--- config.mk ---
export PLATFORM = sky130hd
export DESIGN_NAME = usb_pkt_rx
export DESIGN_NICKNAME = d
export VERILOG_FILES = /design/src/rtl/usb_pkt_rx_pkg.sv /design/src/rtl/usb_pkt_rx_crc.sv /design/src/rtl/usb_pkt_rx.sv
export SDC_FILE = /design/constraint.sdc
export NUM_CORES = 1
export LEC_CHECK = 0
export CORE_ASPECT_RATIO = 0.9
export CORE_MARGIN = 3
export CORE_UTILIZATION = 25
export DETAILED_ROUTE_END_ITERATION = 7
export PLACE_DENSITY = 0.53
export SETUP_SLACK_MARGIN = 0.1
export SLEW_MARGIN = 20
export SYNTH_ARGS = -nofsm -noshare
export SYNTH_HDL_FRONTEND = slang
export SYNTH_SLANG_ARGS = --single-unit
--- constraint.sdc ---
create_clock -name clk -period 3.35 [get_ports clk]
set_input_delay 0.335 -clock clk [delete_from_list [all_inputs] [get_ports clk]]
set_output_delay 0.335 -clock clk [all_outputs]
set_load 0.02 [all_outputs]
--- src/rtl/usb_pkt_rx_pkg.sv ---
// Shared types and constants for the USB packet receiver: PID codes, FSM states,
// CRC mode select and pkt_err bit positions.
package usb_pkt_rx_pkg;

  typedef enum logic [3:0] {
    PID_OUT   = 4'h1,
    PID_IN    = 4'h9,
    PID_SOF   = 4'h5,
    PID_SETUP = 4'hD,
    PID_DATA0 = 4'h3,
    PID_DATA1 = 4'hB,
    PID_ACK   = 4'h2,
    PID_NAK   = 4'hA,
    PID_STALL = 4'hE
  } pid_t;

  typedef enum logic [2:0] {
    S_IDLE,
    S_PID,
    S_TOK,
    S_DATA,
    S_EOP,
    S_DRAIN
  } state_t;

  typedef enum logic {
    CRC_MODE_5,
    CRC_MODE_16
  } crc_mode_t;

  // pkt_err = {RX, LEN, CRC, PID}
  localparam int unsigned ERR_PID = 0;
  localparam int unsigned ERR_CRC = 1;
  localparam int unsigned ERR_LEN = 2;
  localparam int unsigned ERR_RX  = 3;

  localparam logic [4:0]  CRC5_POLY      = 5'h05;
  localparam logic [4:0]  CRC5_RESIDUAL  = 5'b01100;
  localparam logic [15:0] CRC16_POLY     = 16'h8005;
  localparam logic [15:0] CRC16_RESIDUAL = 16'h800D;

endpackage

--- src/rtl/usb_pkt_rx_crc.sv ---
// Combinational byte-wide USB CRC update (CRC5 in crc_in[4:0] or full CRC16),
// bits consumed LSB first as they appear on the wire.
module usb_crc
  import usb_pkt_rx_pkg::*;
(
  input  logic        mode,
  input  logic [15:0] crc_in,
  input  logic [7:0]  data,
  output logic [15:0] crc_out
);

  logic [15:0] c;
  logic        fb;

  always_comb begin
    c  = crc_in;
    fb = 1'b0;
    for (int unsigned i = 0; i < 8; i++) begin
      if (mode == CRC_MODE_16) begin
        fb = data[i] ^ c[15];
        c  = {c[14:0], 1'b0} ^ (fb ? CRC16_POLY : '0);
      end else begin
        fb     = data[i] ^ c[4];
        c[4:0] = {c[3:0], 1'b0} ^ (fb ? CRC5_POLY : '0);
      end
    end
    crc_out = c;
  end

endmodule

--- src/rtl/usb_pkt_rx.sv ---
// USB packet receiver: frames the usb_rx byte stream, checks PID/CRC5/CRC16/length
// and decodes tokens, handshakes and DATA payloads. Macro USB_PKT_RX_SOF_EN enables SOF decode.
module usb_pkt_rx
  import usb_pkt_rx_pkg::*;
#(
  parameter int unsigned MAX_DATA = 8
)(
  input  logic        clk,
  input  logic        reset,
  input  logic [7:0]  rx_data,
  input  logic        rx_valid,
  input  logic        rx_active,
  input  logic        rx_error,
  output logic [3:0]  pid,
  output logic        tok_valid,
  output logic [6:0]  addr,
  output logic [3:0]  endp,
  output logic        sof_valid,
  output logic [10:0] frame,
  output logic        hs_valid,
  output logic [7:0]  out_data,
  output logic        out_valid,
  output logic        pkt_done,
  output logic [3:0]  pkt_err
);

  localparam int unsigned CW = $clog2(MAX_DATA + 4);
  localparam logic [CW-1:0] CNT_TOK  = CW'(2);
  localparam logic [CW-1:0] EMIT_END = CW'(MAX_DATA + 2);
  localparam logic [CW-1:0] CNT_MAX  = CW'(MAX_DATA + 3);

  state_t        state_q, state_d;
  logic          act_q;
  logic [3:0]    pid_q, pid_d;
  logic [CW-1:0] cnt_q, cnt_d;
  logic [15:0]   crc_q, crc_d, crc_nxt;
  logic [3:0]    err_q, err_d, err_eop;
  logic [7:0]    b1_q, b1_d;
  logic [2:0]    hi_q, hi_d;
  logic [7:0]    d0_q, d0_d, d1_q, d1_d;
  logic [6:0]    addr_q, addr_d;
  logic [3:0]    endp_q, endp_d;
  logic [7:0]    out_data_q, out_data_d;
  logic [3:0]    pkt_err_q, pkt_err_d;
  logic          out_valid_q, out_valid_d, tok_valid_q, tok_valid_d;
  logic          hs_valid_q, hs_valid_d, pkt_done_q, pkt_done_d;
  logic          crc_mode;
`ifdef USB_PKT_RX_SOF_EN
  logic [10:0]   frame_q, frame_d;
  logic          sof_valid_q, sof_valid_d;
`endif

  assign crc_mode = (state_q == S_TOK) ? CRC_MODE_5 : CRC_MODE_16;

  usb_crc u_crc (
    .mode    (crc_mode),
    .crc_in  (crc_q),
    .data    (rx_data),
    .crc_out (crc_nxt)
  );

  always_comb begin
    state_d     = state_q;
    pid_d       = pid_q;
    cnt_d       = cnt_q;
    crc_d       = crc_q;
    err_d       = err_q;
    b1_d        = b1_q;
    hi_d        = hi_q;
    d0_d        = d0_q;
    d1_d        = d1_q;
    addr_d      = addr_q;
    endp_d      = endp_q;
    out_data_d  = out_data_q;
    pkt_err_d   = pkt_err_q;
    out_valid_d = 1'b0;
    tok_valid_d = 1'b0;
    hs_valid_d  = 1'b0;
    pkt_done_d  = 1'b0;
    err_eop     = '0;
`ifdef USB_PKT_RX_SOF_EN
    frame_d     = frame_q;
    sof_valid_d = 1'b0;
`endif

    if (state_q == S_IDLE) begin
      if (rx_active && !act_q) begin
        state_d = S_PID;
        cnt_d   = '0;
        err_d   = '0;
        crc_d   = '1;
      end
    end else begin
      if (rx_error) begin
        err_d[ERR_RX] = 1'b1;
        state_d       = S_DRAIN;
      end else if (rx_valid) begin
        case (state_q)
          S_PID: begin
            pid_d = rx_data[3:0];
            if (rx_data[3:0] != ~rx_data[7:4]) begin
              err_d[ERR_PID] = 1'b1;
              state_d        = S_DRAIN;
            end else begin
              case (rx_data[3:0])
                PID_OUT, PID_IN, PID_SETUP, PID_SOF: state_d = S_TOK;
                PID_DATA0, PID_DATA1:                state_d = S_DATA;
                PID_ACK, PID_NAK, PID_STALL:         state_d = S_EOP;
                default: begin
                  err_d[ERR_PID] = 1'b1;
                  state_d        = S_DRAIN;
                end
              endcase
            end
          end
          S_TOK: begin
            crc_d = crc_nxt;
            cnt_d = cnt_q + CW'(1);
            if (cnt_q == '0) begin
              b1_d = rx_data;
            end else if (cnt_q == CW'(1)) begin
              hi_d = rx_data[2:0];
            end else begin
              err_d[ERR_LEN] = 1'b1;
              state_d        = S_DRAIN;
            end
          end
          S_DATA: begin
            crc_d = crc_nxt;
            if (cnt_q != CNT_MAX) cnt_d = cnt_q + CW'(1);
            d0_d = rx_data;
            d1_d = d0_q;
            // d1 holds the byte two positions back, so CRC bytes never surface
            if (cnt_q >= CNT_TOK && cnt_q < EMIT_END) begin
              out_valid_d = 1'b1;
              out_data_d  = d1_q;
            end
            if (cnt_q >= EMIT_END) err_d[ERR_LEN] = 1'b1;
          end
          S_EOP:   err_d[ERR_LEN] = 1'b1;
          default: ;
        endcase
      end

      // End of packet is judged on the post-byte values so a final byte is counted first
      if (!rx_active && act_q) begin
        err_eop = err_d;
        case (state_d)
          S_PID: err_eop[ERR_LEN] = 1'b1;
          S_TOK: begin
            if (cnt_d != CNT_TOK)                   err_eop[ERR_LEN] = 1'b1;
            else if (crc_d[4:0] != CRC5_RESIDUAL)   err_eop[ERR_CRC] = 1'b1;
          end
          S_DATA: begin
            if (cnt_d < CNT_TOK)                    err_eop[ERR_LEN] = 1'b1;
            else if (crc_d != CRC16_RESIDUAL)       err_eop[ERR_CRC] = 1'b1;
          end
          default: ;
        endcase
        pkt_done_d = 1'b1;
        pkt_err_d  = err_eop;
        if (err_eop == '0) begin
          if (state_d == S_EOP) begin
            hs_valid_d = 1'b1;
          end else if (state_d == S_TOK) begin
            if (pid_d != PID_SOF) begin
              tok_valid_d = 1'b1;
              addr_d      = b1_d[6:0];
              endp_d      = {hi_d, b1_d[7]};
            end
`ifdef USB_PKT_RX_SOF_EN
            else begin
              sof_valid_d = 1'b1;
              frame_d     = {hi_d, b1_d};
            end
`endif
          end
        end
        state_d = S_IDLE;
      end
    end
  end

  always_ff @(posedge clk) begin
    act_q <= rx_active;
    if (!reset) begin
      state_q     <= S_IDLE;
      pid_q       <= '0;
      cnt_q       <= '0;
      crc_q       <= '1;
      err_q       <= '0;
      b1_q        <= '0;
      hi_q        <= '0;
      d0_q        <= '0;
      d1_q        <= '0;
      addr_q      <= '0;
      endp_q      <= '0;
      out_data_q  <= '0;
      pkt_err_q   <= '0;
      out_valid_q <= 1'b0;
      tok_valid_q <= 1'b0;
      hs_valid_q  <= 1'b0;
      pkt_done_q  <= 1'b0;
`ifdef USB_PKT_RX_SOF_EN
      frame_q     <= '0;
      sof_valid_q <= 1'b0;
`endif
    end else begin
      state_q     <= state_d;
      pid_q       <= pid_d;
      cnt_q       <= cnt_d;
      crc_q       <= crc_d;
      err_q       <= err_d;
      b1_q        <= b1_d;
      hi_q        <= hi_d;
      d0_q        <= d0_d;
      d1_q        <= d1_d;
      addr_q      <= addr_d;
      endp_q      <= endp_d;
      out_data_q  <= out_data_d;
      pkt_err_q   <= pkt_err_d;
      out_valid_q <= out_valid_d;
      tok_valid_q <= tok_valid_d;
      hs_valid_q  <= hs_valid_d;
      pkt_done_q  <= pkt_done_d;
`ifdef USB_PKT_RX_SOF_EN
      frame_q     <= frame_d;
      sof_valid_q <= sof_valid_d;
`endif
    end
  end

  assign pid       = pid_q;
  assign tok_valid = tok_valid_q;
  assign addr      = addr_q;
  assign endp      = endp_q;
  assign hs_valid  = hs_valid_q;
  assign out_data  = out_data_q;
  assign out_valid = out_valid_q;
  assign pkt_done  = pkt_done_q;
  assign pkt_err   = pkt_err_q;
`ifdef USB_PKT_RX_SOF_EN
  assign sof_valid = sof_valid_q;
  assign frame     = frame_q;
`else
  assign sof_valid = 1'b0;
  assign frame     = '0;
`endif

endmodule

==> out/summary.txt <==
# clock sinks: 85
Period minus WS final: 3.25 ns
Synth area leaders: dfxtp_1 (38%), mux2i_1 (6.9%), nand2_1 (5.0%)
Worst Hold Class: reg2reg
Async set or reset register ratio after synthesis: 0%
Hold buffers post-CTS: 0
Post-synth EDFFs: 0
Slew Limit Fails: 0
Tightest Pin Transition: 0.897 ns
I/O Buffers: 43
Slew HR: 40.0%
Antenna violations before repair: 0
Initial Utilization: 26.0%
CTS tree: yes
Power Dens Cells: 422 nW/um^2
WL/cell: 15.1 um
R2r worst-path depth: 13
DRT antenna net count: 0
Synth Area in Compound Gates: 13.6%
Fmax: 307 MHz
Sw Pwr: 0.000662 W
Setup violations, final: 0
Syn Inst Count: 504
H-tree depth: 3
GRT Total Usage: 13.4%
I/O pin count: 56
Final RePlAce weighted congestion: 0.892
Internal: 0.00200 W
Height of the die: 133 um
Vias per cell: 4.59
CP endpoint: addr[2]
Skew-Pair Late Insertion Delay: 0.35 ns
Yosys reg bits: 85
Final Instance Count excl. Fillers: 859
Mapped Avg Cell Area: 8.89 um^2
Reg2reg setup slack: 0.1 ns
Adder-cell area share of the yosys netlist: 1.12%
Worst hold slack: 0.449 ns
Logic pwr share: 17.5%
Ratio of cells with drive above 1 in the final layout: 23.9%
Synth area leader: dfxtp_1
Most frequent cells in the layout: buf_4 (85), dfxtp_1 (83), nand2_1 (60)
Mux contribution to synthesized area: 11.1%
Peak VDD IR: 0.241 mV
Ys flop type: dfxtp_1
Yosys warning count: 0
Vias: 3946
Nets@finish: 636
Unrepaired setup endpoints after global routing: yes
Worst setup skew after layout: 0.00769 ns
Critical path capture point type: flip-flop
FP Rows: 45
Antenna Cells: 0
Drt total wl: 13.0 mm
R2r endpoint: addr[2]
Simple-gate share of the synthesized area: 20.3%
CP startpoint kind: flip-flop
CTS buffer count: 9
1st-pass router iterations: 4
Area delta synth->final: 40.8%
Max-cap violations: 0
Share of the yosys chip area belonging to registers: 38.0%
CP Data Arrival Time: 3.49 ns
Register share of total power: 38.4%
Switch share: 24.8%
Clk buf depth: 2
Clk pin slew, worst setup/hold paths: 0.06 ns
Leakage power: 2.58 nW
Syn Std Cell Area: 4480 um^2
FF-to-FF Start: crc_q[14]
Xor/xnor share of the synthesized area: 10.5%
Status: complete, no violations
Clock root buffer: clkbuf_16
Clock network power share: 44.1%
Count of cell types in the netlist: 65
Die Area: 19600 um^2
Req. time, crit path: 3.59 ns
Placed cells: 826
Core area: 17200 um^2
DRC: 0
Commonest non-fill, non-tap cell in the layout: buf_4
Final hold viol count: 0
Tot Pwr: 0.00266 W
Final setup TNS: 0 ns
Critical path type: reg2reg
Setup crit start: crc_q[14]
Detailed placement HPWL: 9.48 mm
Largest family of logic cells by synthesized area: simple AND/OR/NAND/NOR gates
DRT iter0 DRCs: 264
Worst-path fanout max: 6
Largest net degree at the start of global routing: 47
Share of the synthesized area in the top cell type: 38.0%
Final period utilization: 97.1%
First-pass GRT wire length: 20.8 mm
Total grt overflow: 0
Die X: 147 um
Vias in the first global route: 3902
[power by group through the flow]
stage | logic (W) | clock network [W] | registers [W]
2_1_floorplan | 0.000240 | 0 | 0.00105
3_3_place_gp | 0.000399 | 0 | 0.00104
3_5_place_dp | 0.000403 | 0 | 0.00104
4_1_cts | 0.000439 | 0.00120 | 0.00102
5_1_grt | 0.000500 | 0.00124 | 0.00102
6_report | 0.000467 | 0.00117 | 0.00102
[cell type report]
cell class              instances  area [um^2]
well taps                     235          294
fillers                      1787        10900
clock buffers                  11          243
flip-flops and latches         85         1700
clock inverters                 5          108
multi-input cells             383         2770
inverters                       5         18.8
repair buffers                135         1170
[flip-flops by register name (all words and copies together), names as in the netlist, 3 cells and up]
name and flops:
d0_q 8, endp 4, addr 7, state_q 3, hi_q 3, out_data 8, b1_q 8, d1_q 8
pkt_err 4, pid 4, crc_q 16, cnt_q 4, err_q 3
[repair_timing]
item                       CTS  global route
hold endpoints to repair     0             0
cloned                       1             0
setup endpoints to repair   12            11
setup buffers                9             7
resized for setup           27            12
pin swaps                   17            17
[cell usage after synthesis, types with 3 or more instances]
master,instances
a211oi_1,4
a21oi_1,36
a31oi_1,4
and2_1,14
buf_1,3
buf_2,5
buf_4,13
clkbuf_1,20
dfxtp_1,85
ha_1,4
inv_1,5
mux2_4,10
mux2i_1,31
nand2_1,60
nand2b_1,4
nand3_1,10
nand4_1,3
nor2_1,57
nor2b_1,4
nor3_1,10
nor3b_1,3
nor4_1,5
nor4b_1,4
o21ai_0,13
o22a_1,9
xnor2_1,24
xor2_1,14
[kinds of logic (layout without fill, tap and decap cells)]
group           count (synthesis)  count (layout)
compound gates                 91              91
simple gates                  188             188
xor+xnor                       44              44
other cells                     1              12
mux                            44              44
buf+inv                        47             156
flops                          85              85
fa+ha+maj                       4               4
[worst max-delay path, cell delays in order, from the launching register on]
cell	delay, ns
dfxtp_2	0.33
xnor3_2	0.43
xnor2_4	0.17
buf_6	0.14
o21a_1	0.21
xnor3_1	0.36
buf_4	0.15
nor3_1	0.20
o221ai_1	0.19
a41oi_2	0.22
nand4_1	0.14
buf_6	0.16
buf_12	0.14
mux2_4	0.30
[routing by layer]
metal / share of wire (%) / routed length (um) / global-route usage (%) / vias to the layer above
li1: - / - / - / 1954
met1: 50 / 6490 / 18.7 / 1874
met2: 43 / 5610 / 19.7 / 98
met3: 5.0 / 649 / 3.87 / 20
met4: 2.0 / 258 / 4.50 / 0
met5: 0 / 0 / 0 / -
[stage by stage]
step / area (um^2) / utilization (%) / setup slack [ns]
2_1_floorplan: 4530 / - / 0.104
3_3_place_gp: 5610 / 32.6 / -0.543
3_5_place_dp: 5610 / 32.6 / -0.597
5_1_grt: 6300 / 36.6 / -0.0438
6_report: 6300 / 36.6 / 0.0962
4_1_cts: 6180 / 35.9 / 0.104
[how the worst min path moves through the flow]
stage	start	endpoint	slack (ns)	cells after the start
after global placement	d0_q[5]	d1_q[5]	0.44	2
after floorplan	rx_active	act_q	0.36	0
after global routing	d0_q[3]	d1_q[3]	0.47	2
after detailed placement	d1_q[0]	d1_q[0]	0.45	2
final	d0_q[3]	d1_q[3]	0.45	2
after CTS	d0_q[3]	d1_q[3]	0.45	2
Note: power is estimated with default switching activity, not from simulation.
